<file path="src/rtl/wavegen_i2s_if.sv">
// Configuration inputs and DAC pin outputs of the waveform generator / I2S transmitter.
// PHASE_W must match the PHASE_W of the attached wavegen_i2s_tx.
interface wavegen_i2s_if #(
  parameter int PHASE_W = 32
);
  logic [PHASE_W-1:0] inc_l;
  logic [PHASE_W-1:0] inc_r;
  logic [1:0]         mode_l;
  logic [1:0]         mode_r;
  logic [3:0]         att_l;
  logic [3:0]         att_r;
  logic               mclk_dac;
  logic               sclk_dac;
  logic               lrck_dac;
  logic               sdata_dac;
  logic               frame_stb;

  modport master (
    output inc_l, inc_r, mode_l, mode_r, att_l, att_r,
    input  mclk_dac, sclk_dac, lrck_dac, sdata_dac, frame_stb
  );

  modport slave (
    input  inc_l, inc_r, mode_l, mode_r, att_l, att_r,
    output mclk_dac, sclk_dac, lrck_dac, sdata_dac, frame_stb
  );
endinterface

</file>
<file path="src/rtl/wavegen_i2s_tx.sv">
// Two-channel phase-accumulator waveform generator feeding an I2S serializer (64 SCLK per frame).
// Define ATTEN_EN to enable per-channel arithmetic right-shift attenuation of the samples.
module wavegen_i2s_tx #(
  parameter int DATA_W   = 24,
  parameter int PHASE_W  = 32,
  parameter int SCLK_DIV = 2
) (
  input logic          clk,
  input logic          rst,
  wavegen_i2s_if.slave bus
);
  localparam int DIV_W = (SCLK_DIV > 1) ? $clog2(SCLK_DIV) : 1;

  logic               mclk_q, mclk_d;
  logic               sclk_q, sclk_d;
  logic               lrck_q, lrck_d;
  logic               sdata_q, sdata_d;
  logic               stb_q, stb_d;
  logic [DIV_W-1:0]   div_cnt_q, div_cnt_d;
  logic [5:0]         bit_cnt_q, bit_cnt_d;
  logic [PHASE_W-1:0] phase_q [2];
  logic [PHASE_W-1:0] phase_d [2];
  logic [DATA_W-1:0]  smp_q [2];
  logic [DATA_W-1:0]  smp_d [2];

  logic               div_wrap, fall_evt, frame_start;
  logic [4:0]         slot_pos;
  logic [DATA_W-1:0]  slot_word;
  logic [DATA_W-1:0]  t, u;
  logic signed [DATA_W-1:0] raw;
  logic [PHASE_W-1:0] inc_s [2];
  logic [1:0]         mode_s [2];

  assign inc_s[0]  = bus.inc_l;
  assign inc_s[1]  = bus.inc_r;
  assign mode_s[0] = bus.mode_l;
  assign mode_s[1] = bus.mode_r;

`ifdef ATTEN_EN
  logic [3:0] att_s [2];
  assign att_s[0] = bus.att_l;
  assign att_s[1] = bus.att_r;
`else
  logic unused_att;
  assign unused_att = ^{bus.att_l, bus.att_r};
`endif

  always_comb begin
    mclk_d      = ~mclk_q;
    div_wrap    = (div_cnt_q == DIV_W'(SCLK_DIV - 1));
    div_cnt_d   = div_wrap ? '0 : div_cnt_q + DIV_W'(1);
    sclk_d      = sclk_q ^ div_wrap;
    fall_evt    = div_wrap & sclk_q;
    bit_cnt_d   = fall_evt ? bit_cnt_q + 6'd1 : bit_cnt_q;
    frame_start = fall_evt & (bit_cnt_q == 6'd63);
    stb_d       = frame_start;
    lrck_d      = lrck_q;
    sdata_d     = sdata_q;

    // Position 0 is the one-bit I2S delay; the word occupies 1..DATA_W, zero padding after.
    slot_pos  = bit_cnt_d[4:0];
    slot_word = (bit_cnt_d[5] ? smp_q[1] : smp_q[0]) << (slot_pos - 5'd1);
    if (fall_evt) begin
      lrck_d  = bit_cnt_d[5];
      sdata_d = (slot_pos != 5'd0) && (int'(slot_pos) <= DATA_W) && slot_word[DATA_W-1];
    end

    phase_d = phase_q;
    smp_d   = smp_q;
    t       = '0;
    u       = '0;
    raw     = '0;
    for (int ch = 0; ch < 2; ch++) begin
      t = phase_q[ch][PHASE_W-1 -: DATA_W];
      // Folding the lower phase bits on the MSB gives a triangle with no overflow at the turns.
      u = phase_q[ch][PHASE_W-2 -: DATA_W] ^ {DATA_W{phase_q[ch][PHASE_W-1]}};
      case (mode_s[ch])
        2'd0:    raw = {~u[DATA_W-1], u[DATA_W-2:0]};
        2'd1:    raw = {~t[DATA_W-1], t[DATA_W-2:0]};
        2'd2:    raw = phase_q[ch][PHASE_W-1] ? {1'b1, {(DATA_W-2){1'b0}}, 1'b1}
                                              : {1'b0, {(DATA_W-1){1'b1}}};
        default: raw = '0;
      endcase
`ifdef ATTEN_EN
      raw = raw >>> att_s[ch];
`endif
      if (frame_start) begin
        smp_d[ch]   = raw;
        phase_d[ch] = phase_q[ch] + inc_s[ch];
      end
    end
  end

  always_ff @(posedge clk) begin
    if (rst) begin
      mclk_q     <= 1'b0;
      sclk_q     <= 1'b0;
      lrck_q     <= 1'b0;
      sdata_q    <= 1'b0;
      stb_q      <= 1'b0;
      div_cnt_q  <= '0;
      bit_cnt_q  <= '0;
      phase_q[0] <= '0;
      phase_q[1] <= '0;
      smp_q[0]   <= '0;
      smp_q[1]   <= '0;
    end else begin
      mclk_q    <= mclk_d;
      sclk_q    <= sclk_d;
      lrck_q    <= lrck_d;
      sdata_q   <= sdata_d;
      stb_q     <= stb_d;
      div_cnt_q <= div_cnt_d;
      bit_cnt_q <= bit_cnt_d;
      phase_q   <= phase_d;
      smp_q     <= smp_d;
    end
  end

  assign bus.mclk_dac  = mclk_q;
  assign bus.sclk_dac  = sclk_q;
  assign bus.lrck_dac  = lrck_q;
  assign bus.sdata_dac = sdata_q;
  assign bus.frame_stb = stb_q;
endmodule
</file>
<file path="src/flat_wrapper.sv">
// flat-port wrapper written by rule: the top's interface ports become plain ports
module wavegen_i2s_tx_flat 
#(
  parameter int DATA_W   = 24,
  parameter int PHASE_W  = 32,
  parameter int SCLK_DIV = 2
)
  (clk, rst, bus_inc_l, bus_inc_r, bus_mode_l, bus_mode_r, bus_att_l, bus_att_r, bus_mclk_dac, bus_sclk_dac, bus_lrck_dac, bus_sdata_dac, bus_frame_stb);
  wavegen_i2s_if #(.PHASE_W(PHASE_W)) bus_i ();
  input logic clk;
  input logic rst;
  input wire logic [$bits(bus_i.inc_l)-1:0] bus_inc_l;
  input wire logic [$bits(bus_i.inc_r)-1:0] bus_inc_r;
  input wire logic [$bits(bus_i.mode_l)-1:0] bus_mode_l;
  input wire logic [$bits(bus_i.mode_r)-1:0] bus_mode_r;
  input wire logic [$bits(bus_i.att_l)-1:0] bus_att_l;
  input wire logic [$bits(bus_i.att_r)-1:0] bus_att_r;
  output wire logic [$bits(bus_i.mclk_dac)-1:0] bus_mclk_dac;
  output wire logic [$bits(bus_i.sclk_dac)-1:0] bus_sclk_dac;
  output wire logic [$bits(bus_i.lrck_dac)-1:0] bus_lrck_dac;
  output wire logic [$bits(bus_i.sdata_dac)-1:0] bus_sdata_dac;
  output wire logic [$bits(bus_i.frame_stb)-1:0] bus_frame_stb;
  assign bus_i.inc_l = bus_inc_l;
  assign bus_i.inc_r = bus_inc_r;
  assign bus_i.mode_l = bus_mode_l;
  assign bus_i.mode_r = bus_mode_r;
  assign bus_i.att_l = bus_att_l;
  assign bus_i.att_r = bus_att_r;
  assign bus_mclk_dac = bus_i.mclk_dac;
  assign bus_sclk_dac = bus_i.sclk_dac;
  assign bus_lrck_dac = bus_i.lrck_dac;
  assign bus_sdata_dac = bus_i.sdata_dac;
  assign bus_frame_stb = bus_i.frame_stb;
  wavegen_i2s_tx #(.DATA_W(DATA_W), .PHASE_W(PHASE_W), .SCLK_DIV(SCLK_DIV)) u_core (.clk(clk), .rst(rst), .bus(bus_i));
endmodule
</file>
<file path="config.mk">
export PLATFORM = sky130hd
export DESIGN_NAME = wavegen_i2s_tx_flat
export DESIGN_NICKNAME = d
export VERILOG_FILES = /design/src/rtl/wavegen_i2s_if.sv /design/src/rtl/wavegen_i2s_tx.sv /design/src/flat_wrapper.sv
export SDC_FILE = /design/constraint.sdc
export NUM_CORES = 1
export LEC_CHECK = 0
export CAP_MARGIN = 40
export CORE_AREA = 4 4 146 148
export DETAILED_ROUTE_END_ITERATION = 10
export DIE_AREA = 0 0 150 152
export PLACE_DENSITY_LB_ADDON = 0.12
export SETUP_SLACK_MARGIN = 0.5
export SYNTH_ARGS = -nofsm -noshare
export SYNTH_HDL_FRONTEND = slang
export SYNTH_SLANG_ARGS = --single-unit
</file>
<file path="constraint.sdc">
create_clock -name clk -period 6.1 [get_ports clk]
set_clock_uncertainty 0.1 [all_clocks]
set_input_delay 0.61 -clock clk [delete_from_list [all_inputs] [get_ports clk]]
set_output_delay 0.61 -clock clk [all_outputs]
set_load 0.01 [all_outputs]
</file>
# --- Word-level counts from Yosys, hierarchy flattened ---
# Cells that the tools add are included.
# W data, S select, Z words.
word_totals:
  latchBits: 0
  mem_count: 0
  romBits: 0
  ramBits: 0
  in_bits: 78
  ff_bits: 124
classes:
  n_mul: 0
  n_reduce_logical: 6
  addsub: 5
  div: 0
  n_lt_le_gt_ge: 1
  n_eq_ne: 5
  bitwise_logic: 10
  n_shift: 1
  n_mux: 6
op_table:
  columns: ["operator", "n"]
  rows:
  - ["$pmux W24 S3", 2]
  - ["$mux W24", 3]
  - ["$add A32 B32 Y32", 2]
  - ["$xor A24 B24 Y24", 2]
  - ["$shl A24 B5 Y24", 1]
  - ["$add A6 B1 Y6 const B", 1]
  - ["$eq A6 B6 Y1 const B", 1]
  - ["$mux W6", 1]
  - ["$le A5 B5 Y1 const B", 1]
  - ["$not A1 Y1", 5]
  - ["$reduce_bool A5 Y1", 1]
  - ["$sub A5 B1 Y5 const B", 1]
  - ["$eq A2 B1 Y1 const B", 2]
  - ["$eq A2 B2 Y1 const B", 2]
  - ["$logic_not A2 Y1", 2]
  - ["$and A1 B1 Y1", 2]
  - ["$logic_and A1 B1 Y1", 2]
  - ["$reduce_or A2 Y1", 1]
  - ["$add A1 B1 Y1 const B", 1]
  - ["$xor A1 B1 Y1", 1]

# --- Logic depth before layout (Yosys ltp) ---
depth:
  word_depth: 5
  ltp_mapped: 12
  ltp_nobuf: 11

# --- Worst setup path after synthesis ---
# Ideal clock, no wire load.
synth_path:
  path_kind: "reg2reg"
  startpoint: "reg u_core.sclk_q, in the netlist u_core.bus.sclk_dac"
  endpoint: "reg u_core.sdata_q, in the netlist u_core.bus.sdata_dac"
  n_path_buf: 2
  stages_incl_launch_ff: 13
  period_less_slack_ps: 3182
  t_required_ps: 5912
  arrival_ps: 2993
  setup_slack_ps: 2918
  cell_sequence: "dfxtp_1 -> ha_1 -> buf_6 -> xnor2_2 -> clkbuf_8 -> ha_1 -> xor2_4 -> inv_2 -> mux4_2 -> nor2b_4 -> a211oi_2 -> mux4_2 -> o32ai_2"
synth_via:
  elab_chain_cells: 5
  elab_cells_between_ends: 9
  cone_classes: "add/sub: 1; order compare: 1; shift: 1; mux: 2; bitwise: 1; reduce/logical: 3"
synth_rtl:
  columns: ["item", "line_no", "rtl"]
  rows:
  - ["from (decl)", "wavegen_i2s_tx.sv:15", "logic sclk_q, sclk_d;"]
  - ["from (signal assigned)", "wavegen_i2s_tx.sv:109", "sclk_q <= sclk_d;"]
  - ["$and A1 B1 Y1 *", "wavegen_i2s_tx.sv:53", "fall_evt = div_wrap & sclk_q;"]
  - ["via u_core.fall_evt", "wavegen_i2s_tx.sv:26", "logic div_wrap, fall_evt, frame_start;"]
  - ["$mux W6", "wavegen_i2s_tx.sv:54", "bit_cnt_d = fall_evt ? bit_cnt_q + 6'd1 : bit_cnt_q;"]
  - ["$sub A5 B1 Y5 (tied with other cells)", "wavegen_i2s_tx.sv:62", "slot_word = (bit_cnt_d[5] ? smp_q[1] : smp_q[0]) << (slot_pos - 5'd1);"]
  - ["$shl A24 B5 Y24 / $logic_and A1 B1 Y1 (equally long branches)", "wavegen_i2s_tx.sv:62, wavegen_i2s_tx.sv:65", null]
  - ["$logic_and A1 B1 Y1", "wavegen_i2s_tx.sv:65", "sdata_d = (slot_pos != 5'd0) && (int'(slot_pos) <= DATA_W) && slot_word[DATA_W-1];"]
  - ["to (signal assigned)", "wavegen_i2s_tx.sv:111", "sdata_q <= sdata_d;"]
  - ["to (decl)", "wavegen_i2s_tx.sv:17", "logic sdata_q, sdata_d;"]
# Mark *: on every way through the listed nets, which the timed path passes. The rest lies on a longest branch.
# A chain may end at the register's enable or synchronous reset.

# --- Worst setup path after layout ---
layout_path:
  startpoint: "in bus_inc_r[0]"
  endpoint: "reg u_core.phase_q[16] in the netlist's numbering"
layout_via:
  elab_chain_cells: 1
layout_rtl:
  columns: ["item", "line_no", "rtl"]
  rows:
  - ["from (decl)", "flat_wrapper.sv:13", "input wire logic [$bits(bus_i.inc_r)-1:0] bus_inc_r;"]
  - ["$add A32 B32 Y32", "wavegen_i2s_tx.sv:89", "phase_d[ch] = phase_q[ch] + inc_s[ch];"]
  - ["to (signal assigned)", "wavegen_i2s_tx.sv:115", "phase_q <= phase_d;"]
  - ["to (decl)", "wavegen_i2s_tx.sv:21", "logic [PHASE_W-1:0] phase_q [2];"]
# Every way passes these cells.

==> results.ini <==
[worst_setup_path]
path_buf_inv = 1
critical_path.max_stage_delay_ps = 620
startpoint = bus_inc_r[0]
critPathRequiredTime_ps = 6280
crit_slowest_cell = o31ai_1
critical_path_class = input pin to flop
crit_family = compound AO/OA/AOI/OAI gates
crit_path_start_kind = input pin
end_kind = flop
arrival_ps = 3830
crit_chain = clkdlybuf4s50_1, ha_1, fa_1, a21oi_1, o21bai_1, o31ai_1, o21a_1, o21ai_0, a211oi_1, o21ai_0, o41ai_1, a211oi_1
reg2reg_setup_slack_ps = 2770
cp_max_fo = 3
r2r-start = u_core.phase_q[0]$_SDFFE_PP0P_

[route]
vias_per_cell = 5.58
vias = 7905
wl_met1_um = 11300
drt_wl_total_um = 22800
dr_wl_met2_um = 10400
post_drt_wl_per_cell_um = 16.1
detail-route-antenna-nets = 0
dr_wl_met3_um = 693
drt_iter0_drc = 479
drc = 0
firstDrtPassIters = 6
dr.max_layer_used = met4

[power_and_ir_drop]
report.power.total_mw = 2.07
vdd_drop_max_v = 0.000187
p_leak_nw = 3.99
power.density_nw_per_um2 = 200

[die]
initial_utilization_pct = 44.1
die_h_um = 152
num_io_pins = 83
die_w_um = 150
rows = 52
die_area_um2 = 22800
core_region_area_um2 = 20000

[cells_and_area]
post-route-util_pct = 51.8
fin_area_um2 = 10400
fin_cells = 1416
nNetsFinal = 1280
mostFrequentLayoutCell = nor2_1
final_cell_mix = nor2_1 (149), dfxtp_1 (124), nand2_1 (110), a21oi_1 (93), clkdlybuf4s50_1 (73)
drive_gt1_share_pct = 6.46
antenna_cells = 0
area_growth_pct = 17.5
fillers = 1993

[clock_network]
cts_setup_buffers = 0
clk_latency_ps = 410
cts_htree_levels = 4
clockRootBuffer = clkbuf_16
clk_pin_slew_ps = 60
hold_buffers = 0
cts_tree = done
cts_buffers = 17
cts_resized = 0
clock_sinks = 124
clockBufferDepth = 2

[yosys]
postSynthCellCount = 1092
syn_area_um2 = 8840
ys_types = 73
synth_seq_cells = 124
synth-edff-count = 0
syn_area_per_cell_um2 = 8.09
synth_nets = 1238
yosysSeqAreaShare_pct = 28.1
ys.flop_type = dfxtp_1
async_flop_share_pct = 0
synth_warnings = 0

[sta]
worstMarginPinSlew_ps = 841
setup_viol = 0
rsz0062_at_grt = no
maxSlewHeadroom_pct = 43.9
hold_violations = 0
fin_crit_sh_pct = 59.8
fmax_mhz = 274
period_needed_ps = 3650
drv_slew = 0
fin_setup_tns_ps = 0

[place]
place_area_um2 = 9780
hpwl_um = 16500
routabilityCongestion = 0.892
port_buffers = 74
place_inst = 1385

[global_route]
grt_usage_pct = 20.0
antenna_found_initial = 0
grt_pass1_vias = 7365
grt_pass1_wl_um = 37300
grt_max_degree = 73
overflow = 0

[outcome]
outcome = finished, final reports clean

[flow_run]
maxCapViolations = 0

[min_path]
worstHoldStart = u_core.bus.mclk_dac$_SDFF_PP0_
worstHoldPathType = flop to flop

-- sequential cells by signal, indices dropped and copies added (netlist names) --
register / count
u_core.phase_q: 64
u_core.bit_cnt_q: 6
u_core.bus.mclk_dac: 1
u_core.smp_q: 48
u_core.bus.lrck_dac: 1
u_core.bus.sdata_dac: 1
u_core.div_cnt_q: 1
u_core.bus.frame_stb: 1
u_core.bus.sclk_dac: 1
-- report_power, final --
| group | internal, mW | leakage (nW) | total [mW] | switching (mW) |
|---|---|---|---|---|
| clock network | 0.654 | 0.291 | 1.03 | 0.377 |
| logic | 0.109 | 2.70 | 0.229 | 0.120 |
| registers | 0.813 | 0.999 | 0.814 | 0.00152 |
| total | 1.58 | 3.99 | 2.07 | 0.499 |
-- metal layers --
metal  GRT usage [%]  vias to the layer above
met5               0                        -
met4            5.71                        0
met3            3.01                       18
met2            31.1                      131
met1            28.7                     3673
li1                -                     4083
-- cell type report --
type                    instances  area [um2]  share of cell area [%]
clock buffers                  22         494                    4.76
clock inverters                 9         110                    1.06
inverters                      18        67.6                   0.651
multi-input cells             885        6030                    58.1
flip-flops and latches        124        2480                    23.9
well taps                     270         338                    3.25
repair buffers                 88         858                    8.27
-- Yosys cell counts (all sizes together) (3+ instances only) --
library cell | instances | area [um2]
a31oi | 9 | 56.3
a22oi | 44 | 330
inv | 18 | 67.6
nand4 | 10 | 62.6
nand2b | 7 | 43.8
a41oi | 3 | 26.3
nand3b | 5 | 37.5
ha | 66 | 826
a211oi | 65 | 493
clkbuf | 60 | 235
xnor2 | 73 | 666
or3 | 6 | 37.5
and3 | 11 | 70.1
nor2b | 7 | 51.3
mux4 | 14 | 338
o21ai | 32 | 160
o21bai | 12 | 90.1
o21a | 11 | 82.6
mux2i | 4 | 40.0
nor3 | 9 | 45.0
buf | 5 | 30.0
or2 | 3 | 18.8
a21o | 20 | 150
a21boi | 5 | 37.5
o22ai | 6 | 37.5
a211o | 3 | 27.5
or4 | 3 | 22.5
nor2 | 150 | 563
nand3 | 31 | 155
nor4b | 4 | 35.0
dfxtp | 124 | 2480
nand2 | 111 | 424
xor2 | 24 | 229
a21oi | 93 | 465
o31ai | 4 | 30.0
o211ai | 7 | 52.6
-- per-stage QoR --
stage,setup slack (ps),hold slack [ps]
final,2450,301
after global placement,2090,295
after floorplan,2920,297
after detailed placement,2050,296
after CTS,2490,304
after global routing,2270,331
-- logic make-up (layout without fill, tap and decap cells) --
family,after synthesis,after routing,share of synthesized area (%)
multiplexers,19,19,4.40
buffers and inverters,83,137,3.77
flip-flops,124,124,28.1
adder cells (fa/ha/maj),68,68,9.79
XOR/XNOR,97,97,10.1
AND/OR/NAND/NOR,368,368,18.7
AO/OA/AOI/OAI,333,333,25.1
-- path summary, 6_finish.rpt --
check / to / depth (start not counted)
setup reg to reg: u_core.phase_q[16]$_SDFFE_PP0P_ / 11
hold / removal: u_core.bus.mclk_dac$_SDFF_PP0_ / 1
hold reg to reg: u_core.bus.mclk_dac$_SDFF_PP0_ / 1
setup / recovery: u_core.phase_q[16]$_SDFFE_PP0P_ / 12
No activity file was read; power rests on OpenSTA's default activity.
